**src/rtl/x8_seq_div_if.sv**
```systemverilog
// Handshake bundle for x8_seq_div: operand request channel and result channel.
// The master side issues operands and accepts results; the slave side is the divider.
interface x8_seq_div_if;
  logic       in_valid;
  logic       in_ready;
  logic [7:0] dividend;
  logic [3:0] divisor;
  logic       out_valid;
  logic       out_ready;
  logic [7:0] quotient;
  logic [7:0] residual;
  logic       div_by_zero;

  modport master (
    output in_valid, dividend, divisor, out_ready,
    input  in_ready, out_valid, quotient, residual, div_by_zero
  );

  modport slave (
    input  in_valid, dividend, divisor, out_ready,
    output in_ready, out_valid, quotient, residual, div_by_zero
  );
endinterface

```
**src/rtl/x8_seq_div.sv**
```systemverilog
// Sequential restoring divider (8-bit / 4-bit), one quotient bit per clock; N_SKIP low quotient bits are skipped.
// Optional X8_SEQ_DIV_EARLY_EXIT_EN: dividend < divisor finishes in one cycle instead of running the full loop.
module x8_seq_div #(
  parameter int N_SKIP = 0
) (
  input  logic         clk,
  input  logic         rst_n,
  x8_seq_div_if.slave  bus
);

  localparam int         CNT_INIT = 8 - N_SKIP;
  localparam logic [7:0] LOW_MASK = 8'((1 << N_SKIP) - 1);
`ifdef X8_SEQ_DIV_EARLY_EXIT_EN
  localparam bit EARLY_EXIT = 1'b1;
`else
  localparam bit EARLY_EXIT = 1'b0;
`endif

  typedef enum logic [1:0] {IDLE, RUN, DONE} state_t;

  // One restoring step: returns {quotient_bit, next_remainder}.
  function automatic logic [5:0] restore_step(input logic [4:0] r, input logic bit_in,
                                              input logic [3:0] d);
    logic [4:0] r_sh;
    r_sh = {r[3:0], bit_in};
    if (r_sh >= {1'b0, d}) return {1'b1, r_sh - {1'b0, d}};
    else                   return {1'b0, r_sh};
  endfunction

  // Skipped dividend bits never entered the remainder, so they pass straight into the residual.
  function automatic logic [7:0] assemble_residual(input logic [4:0] r, input logic [7:0] dvd);
    logic [12:0] wide;
    wide = {8'b0, r} << N_SKIP;
    return wide[7:0] | (dvd & LOW_MASK);
  endfunction

  state_t     state;
  logic [3:0] cnt;
  logic       byp;
  logic       byp_dz;
  logic       in_ready_r;
  logic       out_valid_r;
  logic [7:0] quotient_r;
  logic [7:0] residual_r;
  logic       dz_r;

  logic [7:0] dvd;
  logic [7:0] dsh;
  logic [3:0] dvs;
  logic [4:0] rem;
  logic [7:0] qacc;

  logic       accept;
  logic [5:0] step;
  logic [7:0] q_nx;

  assign accept = bus.in_valid && in_ready_r;
  assign step   = restore_step(rem, dsh[7], dvs);
  assign q_nx   = {qacc[6:0], step[5]};

  assign bus.in_ready    = in_ready_r;
  assign bus.out_valid   = out_valid_r;
  assign bus.quotient    = quotient_r;
  assign bus.residual    = residual_r;
  assign bus.div_by_zero = dz_r;

  // Datapath: operand latch and iteration registers
  always_ff @(posedge clk) begin
    if (accept) begin
      dvd  <= bus.dividend;
      dsh  <= bus.dividend;
      dvs  <= bus.divisor;
      rem  <= '0;
      qacc <= '0;
    end else if (state == RUN) begin
      dsh  <= {dsh[6:0], 1'b0};
      rem  <= step[4:0];
      qacc <= q_nx;
    end
  end

  // Control FSM with registered handshake and result outputs
  always_ff @(posedge clk or negedge rst_n) begin
    if (!rst_n) begin
      state       <= IDLE;
      cnt         <= '0;
      byp         <= 1'b0;
      byp_dz      <= 1'b0;
      in_ready_r  <= 1'b1;
      out_valid_r <= 1'b0;
      quotient_r  <= '0;
      residual_r  <= '0;
      dz_r        <= 1'b0;
    end else begin
      case (state)
        IDLE: begin
          if (accept) begin
            in_ready_r <= 1'b0;
            state      <= RUN;
            // Bypassed cases spend exactly one RUN cycle so their result lands one edge after accept.
            if (bus.divisor == 4'd0) begin
              byp    <= 1'b1;
              byp_dz <= 1'b1;
              cnt    <= 4'd1;
            end else if (EARLY_EXIT && (bus.dividend < {4'b0, bus.divisor})) begin
              byp    <= 1'b1;
              byp_dz <= 1'b0;
              cnt    <= 4'd1;
            end else begin
              byp    <= 1'b0;
              byp_dz <= 1'b0;
              cnt    <= 4'(CNT_INIT);
            end
          end
        end
        RUN: begin
          cnt <= cnt - 4'd1;
          if (cnt == 4'd1) begin
            state       <= DONE;
            out_valid_r <= 1'b1;
            if (byp) begin
              quotient_r <= byp_dz ? 8'hFF : 8'h00;
              residual_r <= dvd;
              dz_r       <= byp_dz;
            end else begin
              quotient_r <= q_nx << N_SKIP;
              residual_r <= assemble_residual(step[4:0], dvd);
              dz_r       <= 1'b0;
            end
          end
        end
        DONE: begin
          if (bus.out_ready) begin
            out_valid_r <= 1'b0;
            in_ready_r  <= 1'b1;
            state       <= IDLE;
          end
        end
        default: state <= IDLE;
      endcase
    end
  end

endmodule
```
**src/flat_wrapper.sv**
```systemverilog
// flat-port wrapper written by rule: the top's interface ports become plain ports
module x8_seq_div_flat 
#(
  parameter int N_SKIP = 0
)
  (clk, rst_n, bus_in_valid, bus_dividend, bus_divisor, bus_out_ready, bus_in_ready, bus_out_valid, bus_quotient, bus_residual, bus_div_by_zero);
  x8_seq_div_if bus_i ();
  input  logic clk;
  input  logic rst_n;
  input wire logic [$bits(bus_i.in_valid)-1:0] bus_in_valid;
  input wire logic [$bits(bus_i.dividend)-1:0] bus_dividend;
  input wire logic [$bits(bus_i.divisor)-1:0] bus_divisor;
  input wire logic [$bits(bus_i.out_ready)-1:0] bus_out_ready;
  output wire logic [$bits(bus_i.in_ready)-1:0] bus_in_ready;
  output wire logic [$bits(bus_i.out_valid)-1:0] bus_out_valid;
  output wire logic [$bits(bus_i.quotient)-1:0] bus_quotient;
  output wire logic [$bits(bus_i.residual)-1:0] bus_residual;
  output wire logic [$bits(bus_i.div_by_zero)-1:0] bus_div_by_zero;
  assign bus_i.in_valid = bus_in_valid;
  assign bus_i.dividend = bus_dividend;
  assign bus_i.divisor = bus_divisor;
  assign bus_i.out_ready = bus_out_ready;
  assign bus_in_ready = bus_i.in_ready;
  assign bus_out_valid = bus_i.out_valid;
  assign bus_quotient = bus_i.quotient;
  assign bus_residual = bus_i.residual;
  assign bus_div_by_zero = bus_i.div_by_zero;
  x8_seq_div #(.N_SKIP(N_SKIP)) u_core (.clk(clk), .rst_n(rst_n), .bus(bus_i));
endmodule
```
**config.mk**
```make
export PLATFORM = sky130hd
export DESIGN_NAME = x8_seq_div_flat
export DESIGN_NICKNAME = d
export VERILOG_FILES = /design/src/rtl/x8_seq_div_if.sv /design/src/rtl/x8_seq_div.sv /design/src/flat_wrapper.sv
export SDC_FILE = /design/constraint.sdc
export NUM_CORES = 1
export LEC_CHECK = 0
export CAP_MARGIN = 20
export CELL_PAD_IN_SITES_DETAIL_PLACEMENT = 2
export CELL_PAD_IN_SITES_GLOBAL_PLACEMENT = 2
export CORE_ASPECT_RATIO = 0.6
export CORE_MARGIN = 2
export CORE_UTILIZATION = 36
export CTS_CLUSTER_DIAMETER = 50
export DETAILED_ROUTE_END_ITERATION = 7
export PLACE_DENSITY = 0.93
export RECOVER_POWER = 25
export REMOVE_ABC_BUFFERS = 1
export SLEW_MARGIN = 20
export SYNTH_ARGS = -nofsm -noshare
export SYNTH_HDL_FRONTEND = slang
export SYNTH_SLANG_ARGS = --single-unit
```
**constraint.sdc**
```tcl
create_clock -name clk -period 5.2 [get_ports clk]
set_clock_uncertainty 0.2 [all_clocks]
set_input_delay 0.78 -clock clk [delete_from_list [all_inputs] [get_ports clk]]
set_output_delay 0.78 -clock clk [all_outputs]
set_load 0.005 [all_outputs]
```
==> flow_metrics.py, run 1 <==
metrics = {
    "final_layout": {
        "mostFrequentLayoutCells": "nand2_1 (70), dfrtp_1 (25), clkdlybuf4s50_1 (23)",
        "final_layout_size_suffix_gt1_share_pct": 7.00,
        "most_frequent_standard_cell_in_the_layout_excluding_fill_and_tap_cells": "nand2_1",
        "final_nets": 318,
        "insertedDiodeCount": 0,
        "fin_area_um2": 3210,
        "syn_to_final_growth_pct": 26.7,
    },
    "synthesis": {
        "synth-compound-area-share_pct": 14.3,
        "dominant_synthesized_flop_cell": "dfrtp_1",
        "synth_area_um2": 2530,
        "synthXorXnorAreaFrac_pct": 0.692,
        "synth_top_family_by_area": "simple AND/OR/NAND/NOR gates",
        "synth.area.mux_share_pct": 0.395,
        "synth_enable_flop_cells": 20,
        "synth_simple_gate_area_share_pct": 19.4,
        "synth_sequential_area_ratio_pct": 58.2,
        "asr_flop_ratio_synth_pct": 45.6,
        "synth.avg_cell_area_um2": 9.74,
        "synthAdderAreaFrac_pct": 3.75,
        "synth-warning-count": 0,
        "syn_inst": 260,
        "synthDistinctLibCells": 46,
        "postSynthRegisterBits": 57,
    },
    "clock_tree": {
        "cts_repair_resize_count": 0,
        "tritoncts.num_buffers": 9,
        "cts_max_path_buffers": 2,
        "tritoncts_clock_tree": "yes",
        "clkLatencyLatePin_ns": 0.33,
        "clockRootBuffer": "clkbuf_16",
        "cts_max_level": 3,
        "postCtsHoldBufs": 0,
        "numClockSinks": 57,
        "clkTransAtPathRegs_ns": 0.05,
        "post_cts.repair.setup_buffers": 0,
    },
    "setup_path": {
        "setup.reg_to_reg.worst_slack_ns": 2.40,
        "crit-reg2reg-capture": "u_core.bus.residual[0]$_DFFE_PN0P_",
        "timing.critical_path.to_type": "register",
        "timing.setup.critical_path_class": "in -> reg",
        "cp.required_ns": 5.08,
        "reg2reg_depth": 4,
        "worst_setup_path_endpoint": "u_core.dsh[7]$_DFFE_PP_",
        "critPathLaunch": "bus_in_valid",
        "cp_max_fo": 28,
        "worst_ep_arrival_time_ns": 2.98,
        "r2r-start": "u_core.state[1]$_DFFE_PN0P_",
        "crit_path_start_kind": "input pin",
    },
    "timing": {
        "setup_viol": 0,
        "timing.final.max_slew_violations": 0,
        "setup_tns_ns": 0,
        "rsz0062_at_grt": "false",
        "hold_ws_ns": 0.262,
        "final.period_utilization_pct": 59.7,
        "highest_clock_frequency_the_design_can_meet_mhz": 322,
        "worstMarginPinSlew_ns": 1.46,
        "slew-limit-headroom_pct": 2.79,
        "timing_hold_violations_final": 0,
        "clock_period_minus_worst_slack_ns": 3.10,
    },
    "power": {
        "maximum_vdd_ir_drop_mv": 0.171,
        "p_leak_nw": 1.34,
        "power.share.clock_pct": 52.6,
        "power.switching_fraction_pct": 20.5,
        "cellPowerDensity_nw_per_um2": 316,
        "internal-power_mw": 0.805,
        "power.combinational.fraction_pct": 1.7,
        "switchingPower_mw": 0.208,
        "sequentialPowerShare_pct": 45.7,
    },
    "detailed_routing": {
        "wl_met1_mm": 3.28,
        "route.antenna.remaining_nets": 0,
        "detailroute.wirelength.met3_um": 309,
        "dr_total_vias": 2039,
        "wirelength_mm": 7.22,
        "drt_first_iter_violations": 118,
        "route.detailed.drc": 0,
        "firstDrtPassIters": 4,
        "wl_per_cell_um": 18.7,
        "route.met2.wl_mm": 3.50,
        "via_per_inst": 5.27,
        "highest_layer": "met4",
    },
    "global_routing": {
        "grt_pass1_vias": 2175,
        "wire_length_of_the_first_global_routing_pass_mm": 11.9,
        "aggregate_global_routing_overflow": 0,
        "initial_antenna_violation_count": 0,
        "grtUsageTotal_pct": 21.0,
        "grt_start_max_net_pins": 29,
    },
    "floorplan": {
        "start_util_pct": 37.6,
        "fp.coreArea_um2": 6730,
        "die_area_um2": 7740,
        "die_h_um": 69.0,
        "num_io_pins": 35,
        "row_count": 23,
        "floorplan.die.width_um": 112,
    },
    "placement": {
        "port_buffers": 34,
        "placedInstanceArea_um2": 2940,
        "post-dp-hpwl_mm": 5.16,
        "gp_congestion": 0.848,
    },
    "run": {
        "timing.max_cap.violations": 0,
    },
    "outcome": {
        "outcome": "finished clean",
    },
    "hold_path": {
        "worst_hold_path_type": "reg -> reg",
    },
}
[cell type report]
cell class / instances / area [µm²]
multi-input cells: 182 / 977
repair buffers: 35 / 344
inverters: 10 / 37.5
well taps: 87 / 109
clock inverters: 3 / 17.5
fillers: 714 / 3530
flip-flops and latches: 57 / 1470
clock buffers: 13 / 250
[power by group through the flow]
stage	registers, mW	logic (mW)	clock network [mW]
floorplan	0.472	0.000793	0
global placement	0.472	0.0190	0
detailed placement	0.472	0.0197	0
CTS	0.463	0.0199	0.544
global route	0.463	0.0192	0.563
finish	0.464	0.0171	0.533
[cell families (layout without fill, tap and decap cells)]
kind of cell / Yosys count / in the layout
adder cells (fa/ha/maj): 7 / 7
flip-flops: 57 / 57
multiplexers: 1 / 1
AO/OA/AOI/OAI: 59 / 59
buffers and inverters: 21 / 61
AND/OR/NAND/NOR: 113 / 113
XOR/XNOR: 2 / 2
[worst min-delay path by stage]
| stage | from | end | slack, ns | depth (start not counted) |
|---|---|---|---|---|
| finish | u_core.bus.quotient[5]$_DFFE_PN0P_ | u_core.bus.quotient[5]$_DFFE_PN0P_ | 0.26 | 2 |
| detailed placement | u_core.qacc[6]$_SDFFE_PP0P_ | u_core.qacc[6]$_SDFFE_PP0P_ | 0.26 | 2 |
| global route | u_core.bus.quotient[5]$_DFFE_PN0P_ | u_core.bus.quotient[5]$_DFFE_PN0P_ | 0.28 | 2 |
| global placement | u_core.qacc[6]$_SDFFE_PP0P_ | u_core.qacc[6]$_SDFFE_PP0P_ | 0.25 | 2 |
| CTS | u_core.bus.residual[6]$_DFFE_PN0P_ | u_core.bus.residual[6]$_DFFE_PN0P_ | 0.27 | 2 |
| floorplan | u_core.qacc[6]$_SDFFE_PP0P_ | u_core.qacc[6]$_SDFFE_PP0P_ | 0.23 | 2 |
[metal layers]
| layer | up-vias | global-route usage [%] |
|---|---|---|
| met5 | - | 0 |
| met4 | 0 | 6.40 |
| met2 | 39 | 35.8 |
| met1 | 1025 | 25.7 |
| met3 | 10 | 7.43 |
| li1 | 965 | - |
[metrics by stage]
step | power [mW] | setup slack, ns | cells | utilization [%]
2_1_floorplan | 0.473 | 2.81 | 249 | -
4_1_cts | 1.03 | 2.04 | 387 | 47.7
3_3_place_gp | 0.491 | 1.92 | 371 | 43.7
3_5_place_dp | 0.491 | 1.78 | 371 | 43.7
6_report | 1.01 | 2.10 | 387 | 47.6
5_1_grt | 1.04 | 1.74 | 387 | 47.6
[worst max-delay path, stage by stage]
cell,delay [ns]
clkdlybuf4s50_1,0.44
nand2_1,0.45
clkinv_1,0.88
nand2_1,0.34
nand2_1,0.08
[cells in the mapped netlist (all sizes together) (2+ instances only)]
cell / instances / area, µm²
nand2: 70 / 263
dfrtp: 25 / 626
edfxtp: 20 / 601
a21oi: 19 / 95.1
o21ai: 19 / 95.1
nor2: 14 / 52.6
dfxtp: 11 / 220
inv: 9 / 33.8
nand3: 9 / 45.0
clkbuf: 7 / 26.3
ha: 6 / 75.1
nor3: 6 / 30.0
o31ai: 5 / 37.5
buf: 4 / 18.8
nand2b: 3 / 18.8
a21boi: 2 / 18.8
and3: 2 / 12.5
o211ai: 2 / 15.0
or4: 2 / 15.0
[state kept, by name, indices dropped and copies added (netlist names)]
name                    cells
u_core.cnt                  4
u_core.bus.out_valid        1
u_core.dvs                  4
u_core.rem                  4
u_core.byp                  1
u_core.state                2
u_core.dsh                  8
u_core.bus.quotient         8
u_core.bus.in_ready         1
u_core.bus.div_by_zero      1
u_core.bus.residual         8
u_core.qacc                 7
u_core.dvd                  8
Note: power is estimated with default switching activity, not from simulation.
==> run 2: changes to the inputs <==
CORE_UTILIZATION = 31   (was 36)
PLACE_DENSITY = 0.86   (was 0.93)
clock period = 2.6 ns   (was 5.2 ns; I/O delays follow)
==> flow_metrics.py, run 2 (same netlist as run 1, synthesis figures left out) <==
metrics = {
    "timing": {
        "setup_viol": 0,
        "clock_period_minus_worst_slack_ns": 2.12,
        "timing_hold_violations_final": 0,
        "highest_clock_frequency_the_design_can_meet_mhz": 472,
        "final.period_utilization_pct": 81.4,
        "worstMarginPinSlew_ns": 1.57,
        "slew-limit-headroom_pct": -4.50,
        "timing.final.max_slew_violations": 27,
        "rsz0062_at_grt": "false",
        "setup_tns_ns": 0,
    },
    "clock_tree": {
        "post_cts.repair.setup_buffers": 0,
        "numClockSinks": 57,
        "tritoncts.num_buffers": 9,
        "cts_repair_resize_count": 0,
        "clockRootBuffer": "clkbuf_16",
        "cts_max_level": 3,
        "clkTransAtPathRegs_ns": 0.05,
        "postCtsHoldBufs": 0,
        "clkLatencyLatePin_ns": 0.33,
        "cts_max_path_buffers": 2,
        "tritoncts_clock_tree": "yes",
    },
    "power": {
        "cellPowerDensity_nw_per_um2": 633,
        "power.switching_fraction_pct": 20.6,
        "p_leak_nw": 1.39,
        "sequentialPowerShare_pct": 44.1,
        "power.share.clock_pct": 54.2,
        "internal-power_mw": 1.67,
        "maximum_vdd_ir_drop_mv": 0.251,
        "switchingPower_mw": 0.433,
        "power.combinational.fraction_pct": 1.7,
    },
    "setup_path": {
        "crit-reg2reg-capture": "u_core.rem[1]$_SDFFE_PP0P_",
        "crit_path_start_kind": "register",
        "reg2reg_depth": 5,
        "timing.critical_path.to_type": "register",
        "timing.setup.critical_path_class": "reg -> reg",
        "path_buf_inv": 0,
        "cp.required_ns": 2.61,
        "crit_path_cell_trace": "ha_1 -> o21a_1 -> a21boi_2 -> or4_1 -> o311ai_0",
        "critical-path-top-delay-family": "compound AO/OA/AOI/OAI gates",
        "worst_setup_path_endpoint": "u_core.rem[1]$_SDFFE_PP0P_",
        "cp_max_fo": 7,
        "worst-path-stages": 5,
        "setup.reg_to_reg.worst_slack_ns": 0.48,
        "r2r-start": "u_core.rem[1]$_SDFFE_PP0P_",
        "cp_slowest_stage_delay_ns": 0.51,
        "worst_ep_arrival_time_ns": 2.13,
        "cp_slowest_cell": "or4_1",
        "critPathLaunch": "u_core.rem[1]$_SDFFE_PP0P_",
    },
    "run": {
        "timing.max_cap.violations": 1,
    },
    "outcome": {
        "failed_checks": "max-capacitance violations, max-slew violations",
        "outcome": "finished, violations left",
    },
    "final_layout": {
        "final_nets": 326,
        "insertedDiodeCount": 0,
        "area_taken_by_multi_input_logic_gates_um2": 977,
        "area.sequential_um2": 1470,
        "number_of_fillers_in_the_final_layout": 866,
        "most_frequent_standard_cell_in_the_layout_excluding_fill_and_tap_cells": "nand2_1",
        "final_layout_size_suffix_gt1_share_pct": 10.1,
        "final_cells": 416,
        "mostFrequentLayoutCells": "nand2_1 (70), clkdlybuf4s50_1 (25), dfrtp_1 (25)",
        "syn_to_final_growth_pct": 31.1,
    },
    "detailed_routing": {
        "drt_first_iter_violations": 110,
        "via_per_inst": 5.05,
        "wl_per_cell_um": 18.1,
        "dr_total_vias": 2099,
        "wirelength_mm": 7.53,
        "route.detailed.drc": 0,
        "firstDrtPassIters": 4,
        "route.antenna.remaining_nets": 0,
    },
    "global_routing": {
        "grtUsageTotal_pct": 19.0,
        "aggregate_global_routing_overflow": 0,
        "initial_antenna_violation_count": 0,
        "grt_pass1_vias": 2264,
        "grt_start_max_net_pins": 29,
        "wire_length_of_the_first_global_routing_pass_mm": 12.3,
    },
    "placement": {
        "port_buffers": 34,
        "dp_cells": 400,
        "gp_congestion": 0.830,
        "post-dp-hpwl_mm": 5.46,
    },
    "floorplan": {
        "die_area_um2": 8930,
        "num_io_pins": 35,
        "fp.coreArea_um2": 7910,
        "die_h_um": 74.0,
        "start_util_pct": 32.0,
        "row_count": 25,
        "floorplan.die.width_um": 121,
    },
    "hold_path": {
        "worst_hold_path_type": "reg -> reg",
    },
}
run 2: power groups by stage:
stage | registers (mW) | logic, mW | clock network (mW)
finish | 0.927 | 0.0363 | 1.14
global route | 0.926 | 0.0396 | 1.21
CTS | 0.927 | 0.0407 | 1.16
detailed placement | 0.943 | 0.0404 | 0
global placement | 0.943 | 0.0388 | 0
floorplan | 0.944 | 0.00159 | 0
run 2: final cells by class:
type / instances / area share (%)
Sequential cell: 57 / 44.4
Multi-Input combinational cell: 182 / 29.4
Timing Repair Buffer: 43 / 12.2
Clock buffer: 12 / 8.07
Tap cell: 108 / 4.07
Inverter: 10 / 1.13
Clock inverter: 4 / 0.754
run 2: metrics by stage:
stage          setup WS, ns  area, µm²  total power, mW  hold WS [ns]  util (%)
6_report              0.483       3320             2.10         0.259      41.9
5_1_grt               0.222       3320             2.18         0.290      41.9
4_1_cts               0.492       3320             2.13         0.251      42.0
3_5_place_dp          0.407       3030            0.984         0.254      38.3
3_3_place_gp          0.494       3030            0.982         0.242      38.3
2_1_floorplan         0.601       2490            0.945        -0.106         -
run 2: how the worst min path moves through the flow:
stage / startpoint / end / slack [ns] / cells past startpoint
floorplan: rst_n / u_core.bus.div_by_zero$_DFFE_PN0P_ / -0.11 / 0
CTS: rst_n / u_core.bus.residual[7]$_DFFE_PN0P_ / 0.25 / 2
finish: u_core.qacc[6]$_SDFFE_PP0P_ / u_core.qacc[6]$_SDFFE_PP0P_ / 0.26 / 2
global placement: u_core.qacc[6]$_SDFFE_PP0P_ / u_core.qacc[6]$_SDFFE_PP0P_ / 0.24 / 2
detailed placement: u_core.qacc[6]$_SDFFE_PP0P_ / u_core.qacc[6]$_SDFFE_PP0P_ / 0.25 / 2
global route: u_core.qacc[6]$_SDFFE_PP0P_ / u_core.qacc[6]$_SDFFE_PP0P_ / 0.29 / 2
run 2: worst register-to-register path, stage by stage (launching register included):
cell      delay, ns
dfxtp_1        0.43
ha_1           0.34
o21a_1         0.20
a21boi_2       0.20
or4_1          0.51
o311ai_0       0.12
run 2: metal layers:
layer | vias up | part of all wire (%) | GRT usage, %
met2 | 43 | 45 | 29.3
met4 | 0 | 1.5 | 7.36
met5 | - | 0 | 0
met1 | 1056 | 50 | 25.6
met3 | 13 | 3.9 | 5.60
li1 | 987 | - | -
